[config.mk]
export PLATFORM = sky130hd
export DESIGN_NAME = if_stage
export DESIGN_NICKNAME = d
export VERILOG_FILES = /design/src/rtl/if_stage.sv
export SDC_FILE = /design/constraint.sdc
export NUM_CORES = 1
export LEC_CHECK = 0
export ABC_AREA = 1
export BUFFER_PORTS_ARGS = -buffer_cell sky130_fd_sc_hd__buf_2
export CORE_AREA = 2 2 124 174
export CTS_CLUSTER_DIAMETER = 200
export CTS_CLUSTER_SIZE = 30
export DETAILED_ROUTE_END_ITERATION = 8
export DIE_AREA = 0 0 126 176
export GPL_TIMING_DRIVEN = 1
export PLACE_DENSITY_LB_ADDON = 0.2
export REMOVE_ABC_BUFFERS = 1
export SLEW_MARGIN = 40
export SYNTH_ARGS = -nofsm -noshare
export SYNTH_HDL_FRONTEND = slang
export SYNTH_SLANG_ARGS = --single-unit
[constraint.sdc]
create_clock -name clk_i -period 12.3 [get_ports clk_i]
set_input_delay 1.23 -clock clk_i [delete_from_list [all_inputs] [get_ports clk_i]]
set_output_delay 1.23 -clock clk_i [all_outputs]
set_load 0.02 [all_outputs]
[src/rtl/if_stage.sv]
// if_stage: instruction fetch stage plus the IF/ID pipeline register.
// Keeps the fetch PC, runs a single-outstanding request/response exchange
// with instruction memory and hands inst/pc/pc+4 to decode under the
// stall (enable_i) and flush (reset_i) control of the hazard unit.
// Optional build macro IF_PERF_CNT_EN adds fetch_cnt_o and drop_cnt_o counters.
module if_stage #(
    parameter logic [31:0] RESET_PC = 32'h0000_0000,
    parameter logic [31:0] NOP_INST = 32'h0000_0013
) (
    input  logic        clk_i,
    input  logic        rst_i,
    input  logic        enable_i,
    input  logic        reset_i,
    input  logic        br_sel_i,
    input  logic [31:0] br_target_i,
    output logic        imem_req_o,
    output logic [31:0] imem_addr_o,
    input  logic        imem_rvalid_i,
    input  logic [31:0] imem_rdata_i,
    output logic [31:0] inst_d_o,
    output logic [31:0] pc_d_o,
    output logic [31:0] pc4_d_o,
    output logic        valid_d_o
`ifdef IF_PERF_CNT_EN
    ,
    output logic [31:0] fetch_cnt_o,
    output logic [31:0] drop_cnt_o
`endif
);

    typedef enum logic [1:0] {
        ISSUE = 2'd0,
        WAIT  = 2'd1,
        HOLD  = 2'd2,
        DROP  = 2'd3
    } state_t;

    state_t      state_q;
    state_t      state_d;
    logic [31:0] pc_q;
    logic [31:0] pc_plus4;
    logic [31:0] target_aligned;
    logic [31:0] hold_inst_q;
    logic [31:0] hold_pc_q;
    logic        accept;
    logic        req;
    logic [31:0] addr;
    logic        deliver;
    logic        capture;
    logic [31:0] del_inst;
    logic [31:0] del_pc;

    assign accept         = enable_i & ~reset_i;
    assign pc_plus4       = pc_q + 32'd4;
    assign target_aligned = br_target_i & ~32'd3;

    // Next-state, memory request and IF/ID delivery decisions for the fetch FSM.
    always_comb begin
        state_d  = state_q;
        req      = 1'b0;
        addr     = pc_q;
        deliver  = 1'b0;
        capture  = 1'b0;
        del_inst = hold_inst_q;
        del_pc   = hold_pc_q;
        case (state_q)
            ISSUE: begin
                req     = 1'b1;
                addr    = pc_q;
                state_d = br_sel_i ? DROP : WAIT;
            end
            WAIT: begin
                if (imem_rvalid_i) begin
                    if (br_sel_i) begin
                        state_d = ISSUE;
                    end else if (accept) begin
                        deliver  = 1'b1;
                        del_inst = imem_rdata_i;
                        del_pc   = pc_q;
                        req      = 1'b1;
                        addr     = pc_plus4;
                    end else begin
                        capture = 1'b1;
                        state_d = HOLD;
                    end
                end else if (br_sel_i) begin
                    state_d = DROP;
                end
            end
            HOLD: begin
                if (br_sel_i) begin
                    state_d = ISSUE;
                end else if (accept) begin
                    deliver = 1'b1;
                    state_d = ISSUE;
                end
            end
            DROP: begin
                if (imem_rvalid_i) begin
                    state_d = ISSUE;
                end
            end
            default: state_d = ISSUE;
        endcase
    end

    assign imem_req_o  = req & ~rst_i;
    assign imem_addr_o = addr;

    // FSM state register.
    always_ff @(posedge clk_i or posedge rst_i) begin
        if (rst_i) begin
            state_q <= ISSUE;
        end else begin
            state_q <= state_d;
        end
    end

    // Fetch PC: a redirect always wins, otherwise advance once per accepted response.
    always_ff @(posedge clk_i or posedge rst_i) begin
        if (rst_i) begin
            pc_q <= RESET_PC;
        end else if (br_sel_i) begin
            pc_q <= target_aligned;
        end else if ((state_q == WAIT) && imem_rvalid_i) begin
            pc_q <= pc_plus4;
        end
    end

    // Hold buffer parks a response that decode could not take; only a redirect empties it.
    always_ff @(posedge clk_i or posedge rst_i) begin
        if (rst_i) begin
            hold_inst_q <= 32'd0;
            hold_pc_q   <= 32'd0;
        end else if (capture) begin
            hold_inst_q <= imem_rdata_i;
            hold_pc_q   <= pc_q;
        end else if ((state_q == HOLD) && br_sel_i) begin
            hold_inst_q <= 32'd0;
            hold_pc_q   <= 32'd0;
        end
    end

    // IF/ID register: hold on stall, otherwise load the delivered instruction or a bubble.
    always_ff @(posedge clk_i or posedge rst_i) begin
        if (rst_i) begin
            inst_d_o  <= NOP_INST;
            pc_d_o    <= 32'd0;
            pc4_d_o   <= 32'd0;
            valid_d_o <= 1'b0;
        end else if (enable_i) begin
            if (deliver) begin
                inst_d_o  <= del_inst;
                pc_d_o    <= del_pc;
                pc4_d_o   <= del_pc + 32'd4;
                valid_d_o <= 1'b1;
            end else begin
                inst_d_o  <= NOP_INST;
                pc_d_o    <= 32'd0;
                pc4_d_o   <= 32'd0;
                valid_d_o <= 1'b0;
            end
        end
    end

`ifdef IF_PERF_CNT_EN
    logic discard;

    assign discard = ((state_q == WAIT) & imem_rvalid_i & br_sel_i)
                   | ((state_q == HOLD) & br_sel_i)
                   | ((state_q == DROP) & imem_rvalid_i);

    // Performance counters: instructions handed to decode and responses thrown away by redirects.
    always_ff @(posedge clk_i or posedge rst_i) begin
        if (rst_i) begin
            fetch_cnt_o <= 32'd0;
            drop_cnt_o  <= 32'd0;
        end else begin
            if (deliver && enable_i) begin
                fetch_cnt_o <= fetch_cnt_o + 32'd1;
            end
            if (discard) begin
                drop_cnt_o <= drop_cnt_o + 32'd1;
            end
        end
    end
`endif

endmodule

* After elaboration in Yosys (flattened, before gate mapping)
Cells that the tools add are included.
Cells by class: add/subtract/negate cells 2, equal/unequal tests 7, muxes and demuxes 39, bitwise gates (word level) 4, reduce and logical (&&, ||, !) cells 6
Operators with widths (number):
- $mux 32 | 20
- $add 32x3->32 const B | 2
- $mux 2 | 8
- $ne 3x3->1 const B | 3
- $mux 1 | 8
- $pmux 2 s4 | 1
- $eq 2x2->1 const B | 2
- $pmux 1 s2 | 2
- $reduce_and 4->1 | 1
- $reduce_bool 2->1 | 2
- $and 1x1->1 | 2
- $eq 2x1->1 const B | 1
- $logic_and 1x1->1 | 2
- $logic_not 2->1 | 1
- $ne 2x2->1 const B | 1
- $not 1->1 | 2
Storage, ports and cells: bits in registers 195, input bits 70, output and inout port bits 130, logic and storage cells 66

* Longest topological paths before layout
Gate-level depths: netlist (run 1).
word-level depth 8, depth in mapped cells 17, mapped depth without buffers 17

* Worst setup path after synthesis (run 1)
OpenSTA, ideal clock, no wires.
path kind input to output, from input br_sel_i, to output imem_addr_o[3], data arrival time 2.763 ns, data required time 11.070 ns, slack 8.307 ns, stages 8, buffers on the path 5, cells stage by stage buf_2 -> nor2_4 -> nand2_4 -> buf_6 -> buf_2 -> buf_2 -> clkbuf_1 -> o21ai_0
Between the ends: word-level cells in the longest chain between the ends 3
Ends and longest elaborated chain:
- start: declaration | line 14 | input logic br_sel_i,
- $mux 32 | line 74 | if (br_sel_i) begin
- $mux 32 | line 73 | if (imem_rvalid_i) begin
- $mux 32 | line 66 | case (state_q)
- end: declaration | line 17 | output logic [31:0] imem_addr_o,
No other way between the ends.

* Worst setup path in the final report (run 1)
from input enable_i, to output imem_addr_o[26]
Between the ends: word-level cells in the longest chain between the ends 5
Ends and longest elaborated chain:
- start: declaration | line 12 | input logic enable_i,
- $and 1x1->1 | line 53 | assign accept = enable_i & ~reset_i;
- $mux 32 | line 76 | end else if (accept) begin
- $mux 32 | line 74
- $mux 32 | line 73
- $mux 32 | line 66
No other way between the ends.

==> impl_metrics.ini, run 1 <==
[outcome]
status = complete, no violations

[final_layout]
final_common_cell = nand2_1
final_core_util_pct = 57.5
nets = 1580
antenna_cells = 0
instances_no_fill = 1769
fillCellCount = 2032
multiInputGateArea_mm2 = 0.00448
drive_gt1_share_pct = 18.8
regArea_mm2 = 0.00473
area_growth_pct = 15.9
final_cell_mix = nand2_1, buf_2, dfrtp_1

[synthesis]
synth_top_area_share_pct = 45.8
netlist.top_cell.by_area = dfrtp_1
syn_avg_cell_area_um2 = 7.49
synth_cells = 1355
ys_types = 40
synthTopCellsByArea = dfrtp_1, nand2_1, o21ai_0
yosysSeqAreaShare_pct = 46.6
synthesis.area_mm2 = 0.0102
ys_ff_latch = 189
ys_warn_count = 0

[global_route]
grt_use_met2_pct = 43.7
track_usage_pct = 25.5
grt_use_met1_pct = 32.9
grt_most_used_layer = met2
grt_max_degree = 120
grt-ovfl-total = 0
grt_pass1_vias = 9006
grt_pass1_wl_mm = 45.8
grt_use_met3_pct = 3.73
antenna_found_initial = 0

[timing]
fin_ws_ns = 7.12
clock_skew_ns = 0.0141
timing.setup.tns_ns = 0
slew_violations = 0
worst_slew_pin_slew_ns = 0.818
finalCriticalPeriod_ns = 5.18
grt_setup_unrepaired = no
finalSetupViolCount = 0
min_period_over_period_pct = 42.2
hold_viol_final = 0
max_freq_ghz = 0.193
max-slew-margin-rel_pct = 45.0

[clocking]
cts_buffers = 17
htreeDepth = 4
postCtsHoldBufs = 0
post_cts_buffers = 0
clk_latency_ns = 0.43
post_cts_resized = 0
tritoncts = yes
clk_pin_slew_ns = 0.06
clk_path_buf_depth = 2
cts.sinks = 189
cts_root_buffer = clkbuf_16

[place]
gp_congestion = 0.903
portBuffers = 195
place_inst = 1741
dp_hpwl_mm = 19.3
place_ws_ns = 7.03

[flow_run]
cap_violations = 0

[worst_setup_path]
path_class = input port to output port
endpoint_kind = output port
cp_max_fo = 92
slowest_stage = buf_4
crit_chain = buf_2 -> inv_2 -> buf_6 -> nor2_8 -> nand2_4 -> buf_4 -> o21ai_0 -> o21ai_0 -> buf_2
crit_arrival_ns = 3.95
start_kind = input port
cpPeakStageDelay_ns = 0.65
required_ns = 11.07

[pwr]
p_leak_nw = 5.86
peakVddDrop_mv = 0.104
finalPower_w = 0.00204
powerDensity_mw_per_mm2 = 174

[die]
std_cell_rows = 62
io_pins = 200
initial_core_util_pct = 49.6
die_h_um = 176
die_area_mm2 = 0.0222
core_area_mm2 = 0.0205
fp.dieW_um = 126

[min_path]
hp-class = flop to flop

[routing]
drt_pre_antenna_iters = 5
vias = 9295
drcViolationCount = 0
viasPerCell = 5.25
first_iter_violations = 600
drt_wl_total_mm = 28.0
antenna_left = 0
avgRoutedWirePerCell_um = 15.8
-- flip-flops by register name (all words and copies together), names as in the netlist --
register	flops
hold_inst_q	32
inst_d_o	32
hold_pc_q	31
pc_d_o	31
pc4_d_o	30
pc_q	30
state_q	2
valid_d_o	1
-- final cells by class --
| type | instances | area share [%] |
|---|---|---|
| sequential | 189 | 40.2 |
| multi-input combinational | 933 | 38.1 |
| timing repair buffer | 206 | 9.06 |
| inverter | 157 | 5.11 |
| clock buffer | 22 | 4.03 |
| tap | 256 | 2.72 |
| clock inverter | 6 | 0.755 |
-- power breakdown --
group	internal, W	leakage, nW	switching, W
combinational	0.000192	3.05	0.000451
clock	0.000311	0.270	0.000231
sequential	0.000767	2.54	0.0000922
-- synthesized netlist by cell type --
| cell | n |
|---|---|
| nand2_2 | 12 |
| clkbuf_1 | 49 |
| nand4_1 | 7 |
| nand3_2 | 2 |
| nor2_4 | 5 |
| clkbuf_2 | 1 |
| nand2_1 | 371 |
| nor2_2 | 14 |
| a22oi_1 | 1 |
| a21oi_1 | 10 |
| o221ai_1 | 7 |
| dfstp_2 | 3 |
| o22ai_1 | 33 |
| nor2_8 | 1 |
| dfrtp_1 | 186 |
| o21ai_0 | 171 |
| nor2_1 | 96 |
| nand2_4 | 1 |
| a211oi_1 | 1 |
| nand3b_1 | 1 |
| o21ai_2 | 1 |
| clkinv_1 | 1 |
| o21ai_1 | 1 |
| a22o_1 | 2 |
| o211ai_1 | 18 |
| nor3_1 | 14 |
| inv_1 | 150 |
| xor2_1 | 23 |
| buf_4 | 8 |
| ha_1 | 6 |
| buf_1 | 1 |
| inv_2 | 6 |
| conb_1 | 1 |
| buf_2 | 14 |
| nor4_1 | 1 |
| nand3_1 | 128 |
| a32o_1 | 2 |
| nor3_2 | 1 |
| and2_1 | 1 |
| buf_6 | 4 |
-- worst max-delay path: cells and delay by family --
| family | cells | cell delay [ns] |
|---|---|---|
| buffers and inverters | 5 | 1.51 |
| AND/OR/NAND/NOR | 2 | 0.65 |
| AO/OA/AOI/OAI | 2 | 0.30 |
-- through the flow --
stage,cell area [µm²],hold WS (ns)
after floorplan,9790,0.473
after global placement,11200,0.460
after detailed placement,11200,0.460
after CTS,11800,0.478
final,11800,0.474
after global routing,11800,0.497
-- metal layers --
metal	up-vias	part of all wire, %
li1	4656	-
met3	48	4.8
met4	0	2.8
met1	4317	43
met5	-	0
met2	274	49
-- path summary, 6_finish.rpt --
kind | from | to | slack [ns] | cells past startpoint
setup / recovery | enable_i | imem_addr_o[26] | 7.12 | 9
hold / removal | pc_d_o[14]$_DFFE_PP0P_ | pc_d_o[14]$_DFFE_PP0P_ | 0.47 | 2
setup reg to reg | state_q[1]$_DFFE_PP0P_ | pc4_d_o[6]$_DFFE_PP0P_ | 8.15 | 15
hold reg to reg | pc_d_o[14]$_DFFE_PP0P_ | pc_d_o[14]$_DFFE_PP0P_ | 0.47 | 2
max in group asynchronous | rst_i | pc4_d_o[22]$_DFFE_PP0P_ | 10.37 | 3
min in group asynchronous | rst_i | pc_d_o[9]$_DFFE_PP0P_ | 0.88 | 2
-- kinds of logic (layout without fill, tap and decap cells) --
| family | after synthesis | after routing | share of synthesized area (%) |
|---|---|---|---|
| buffers and inverters | 234 | 391 | 9.43 |
| other | 1 | 2 | 0.0369 |
| and+or+nand+nor | 655 | 655 | 27.7 |
| AOI/OAI and AO/OA | 247 | 247 | 13.5 |
| adders and majority gates | 6 | 6 | 0.739 |
| DFF | 189 | 189 | 46.6 |
| xor gates and xnor gates | 23 | 23 | 1.98 |
(Power assumes the default switching activity.)
==> run 2, diff against run 1 <==
==> constraint.sdc (replaced) <==
create_clock -name clk_i -period 5.26 [get_ports clk_i]
set_input_delay 0.526 -clock clk_i [delete_from_list [all_inputs] [get_ports clk_i]]
set_output_delay 0.526 -clock clk_i [all_outputs]
set_load 0.02 [all_outputs]
==> run 2 against run 1 <==
Compared with the run above:
- clock-buffer cell count decreased by 3
- critical endpoint is now imem_addr_o[30]
- largest power group unchanged
- routed wire length increased by 1.5%
- register-to-register slack worse by 6.2 ns
- via count rose by 1.2%
- sequential share of layout area fell by 0.19 points
- sequential power is 130% higher
- global-route usage rose by 0.31 points
- utilization rose by 0.27 points
==> impl_metrics.ini, run 2 (synthesis gave the netlist of run 1 again) <==
[timing]
max-slew-margin-rel_pct = 44.9
finalCriticalPeriod_ns = 3.58
hold_slack_ns = 0.139
clock_skew_ns = 0.00969
min_period_over_period_pct = 68.0
worst_slew_pin_slew_ns = 0.824
fin_ws_ns = 1.68
max_freq_ghz = 0.279
slew_violations = 0
grt_setup_unrepaired = no
hold_viol_final = 0
finalSetupViolCount = 0

[final_layout]
nets = 1581
final_core_util_pct = 57.7
top_regs = hold_inst_q (32), inst_d_o (32)
final_cell_mix = nand2_1, buf_2, dfrtp_1
fillCellCount = 2028
drive_gt1_share_pct = 19.2
multiInputGateArea_mm2 = 0.00448
design_area_mm2 = 0.0118
area_growth_pct = 16.5
final_common_cell = nand2_1
antenna_cells = 0
regArea_mm2 = 0.00473

[place]
portBuffers = 195
place_area_mm2 = 0.0112
place_ws_ns = 1.48
dp_hpwl_mm = 19.6
gp_congestion = 0.907

[global_route]
grt-ovfl-total = 0
track_usage_pct = 25.8
grt_pass1_wl_mm = 46.1
antenna_found_initial = 0
grt_pass1_vias = 8968
grt_max_degree = 118

[routing]
avgRoutedWirePerCell_um = 16.0
viasPerCell = 5.30
drcViolationCount = 0
vias = 9407
antenna_left = 0
drt_wl_total_mm = 28.4
first_iter_violations = 573
drt_pre_antenna_iters = 5

[flow_run]
cap_violations = 0

[worst_setup_path]
slowest_stage = inv_2
crit_arrival_ns = 3.05
crit_top_cell = nand2_1
path_class = flop to output port
cp_max_fo = 66
start_kind = flop
endpoint_kind = output port
reg2reg_slack_ns = 1.97
cpPeakStageDelay_ns = 0.65
required_ns = 4.73
crit_chain = inv_1 -> ha_1 -> nand2_1 -> nor2_4 -> nand2_4 -> inv_2 -> nand2_1 -> o21ai_0 -> buf_2
worstRegToRegCells = 17

[clocking]
htreeDepth = 4
cts_buffers = 17
clk_path_buf_depth = 2
clk_latency_ns = 0.44
clk_pin_slew_ns = 0.07
cts.sinks = 189
cts_root_buffer = clkbuf_16
tritoncts = yes
post_cts_buffers = 0
postCtsHoldBufs = 0
post_cts_resized = 0

[pwr]
powerDensity_mw_per_mm2 = 409
peakVddDrop_mv = 0.236
p_leak_nw = 5.88

[min_path]
hp-class = input port to async pin

[die]
die_h_um = 176
initial_core_util_pct = 49.6
fp.dieW_um = 126
std_cell_rows = 62
core_area_mm2 = 0.0205
die_area_mm2 = 0.0222
io_pins = 200

[outcome]
status = complete, no violations
run 2: final cells by class:
| class | count | area share, % |
|---|---|---|
| flip-flops and latches | 189 | 40.0 |
| multi-input cells | 933 | 37.9 |
| repair buffers | 207 | 9.19 |
| inverters | 157 | 5.09 |
| clock buffers | 19 | 3.75 |
| well taps | 256 | 2.71 |
| clock inverters | 13 | 1.32 |
run 2: critical path: cells and delay by family (launching register included):
family | cells | cell delay, ns
AO/OA/AOI/OAI | 1 | 0.14
AND/OR/NAND/NOR | 4 | 0.87
buffers and inverters | 3 | 0.97
flip-flops | 1 | 0.40
adder cells (fa/ha/maj) | 1 | 0.20
run 2: final timing paths:
check / from / to
worst min-delay path: rst_i / pc_d_o[4]$_DFFE_PP0P_
max in group asynchronous: rst_i / pc4_d_o[31]$_DFFE_PP0P_
worst max-delay path: state_q[1]$_DFFE_PP0P_ / imem_addr_o[30]
worst min register to register: pc4_d_o[21]$_DFFE_PP0P_ / pc4_d_o[21]$_DFFE_PP0P_
worst max register to register: state_q[1]$_DFFE_PP0P_ / pc4_d_o[30]$_DFFE_PP0P_
min in group clk_i: br_target_i[23] / pc_q[23]$_DFFE_PP0N_
run 2: metal layers:
| layer | wire length [µm] | vias up | track usage [%] | part of all wire, % |
|---|---|---|---|---|
| met5 | 0 | - | 0 | 0 |
| met4 | 665 | 0 | 8.29 | 2.3 |
| met3 | 1570 | 37 | 4.09 | 5.5 |
| met2 | 14100 | 312 | 43.9 | 50 |
| met1 | 12100 | 4397 | 33.8 | 42 |
| li1 | - | 4661 | - | - |
run 2: per-stage QoR:
stage / total power, W / instances / TNS (ns)
finish: 0.00483 / 1774 / 0
global placement: 0.00349 / 1742 / 0
detailed placement: 0.00352 / 1742 / 0
global route: 0.00515 / 1774 / 0
floorplan: 0.00302 / 1279 / -75.37
CTS: 0.00485 / 1774 / 0
run 2: power breakdown:
part / internal [W] / switching [W]
clock network: 0.000725 / 0.000590
logic: 0.000451 / 0.00106
registers: 0.00179 / 0.000218
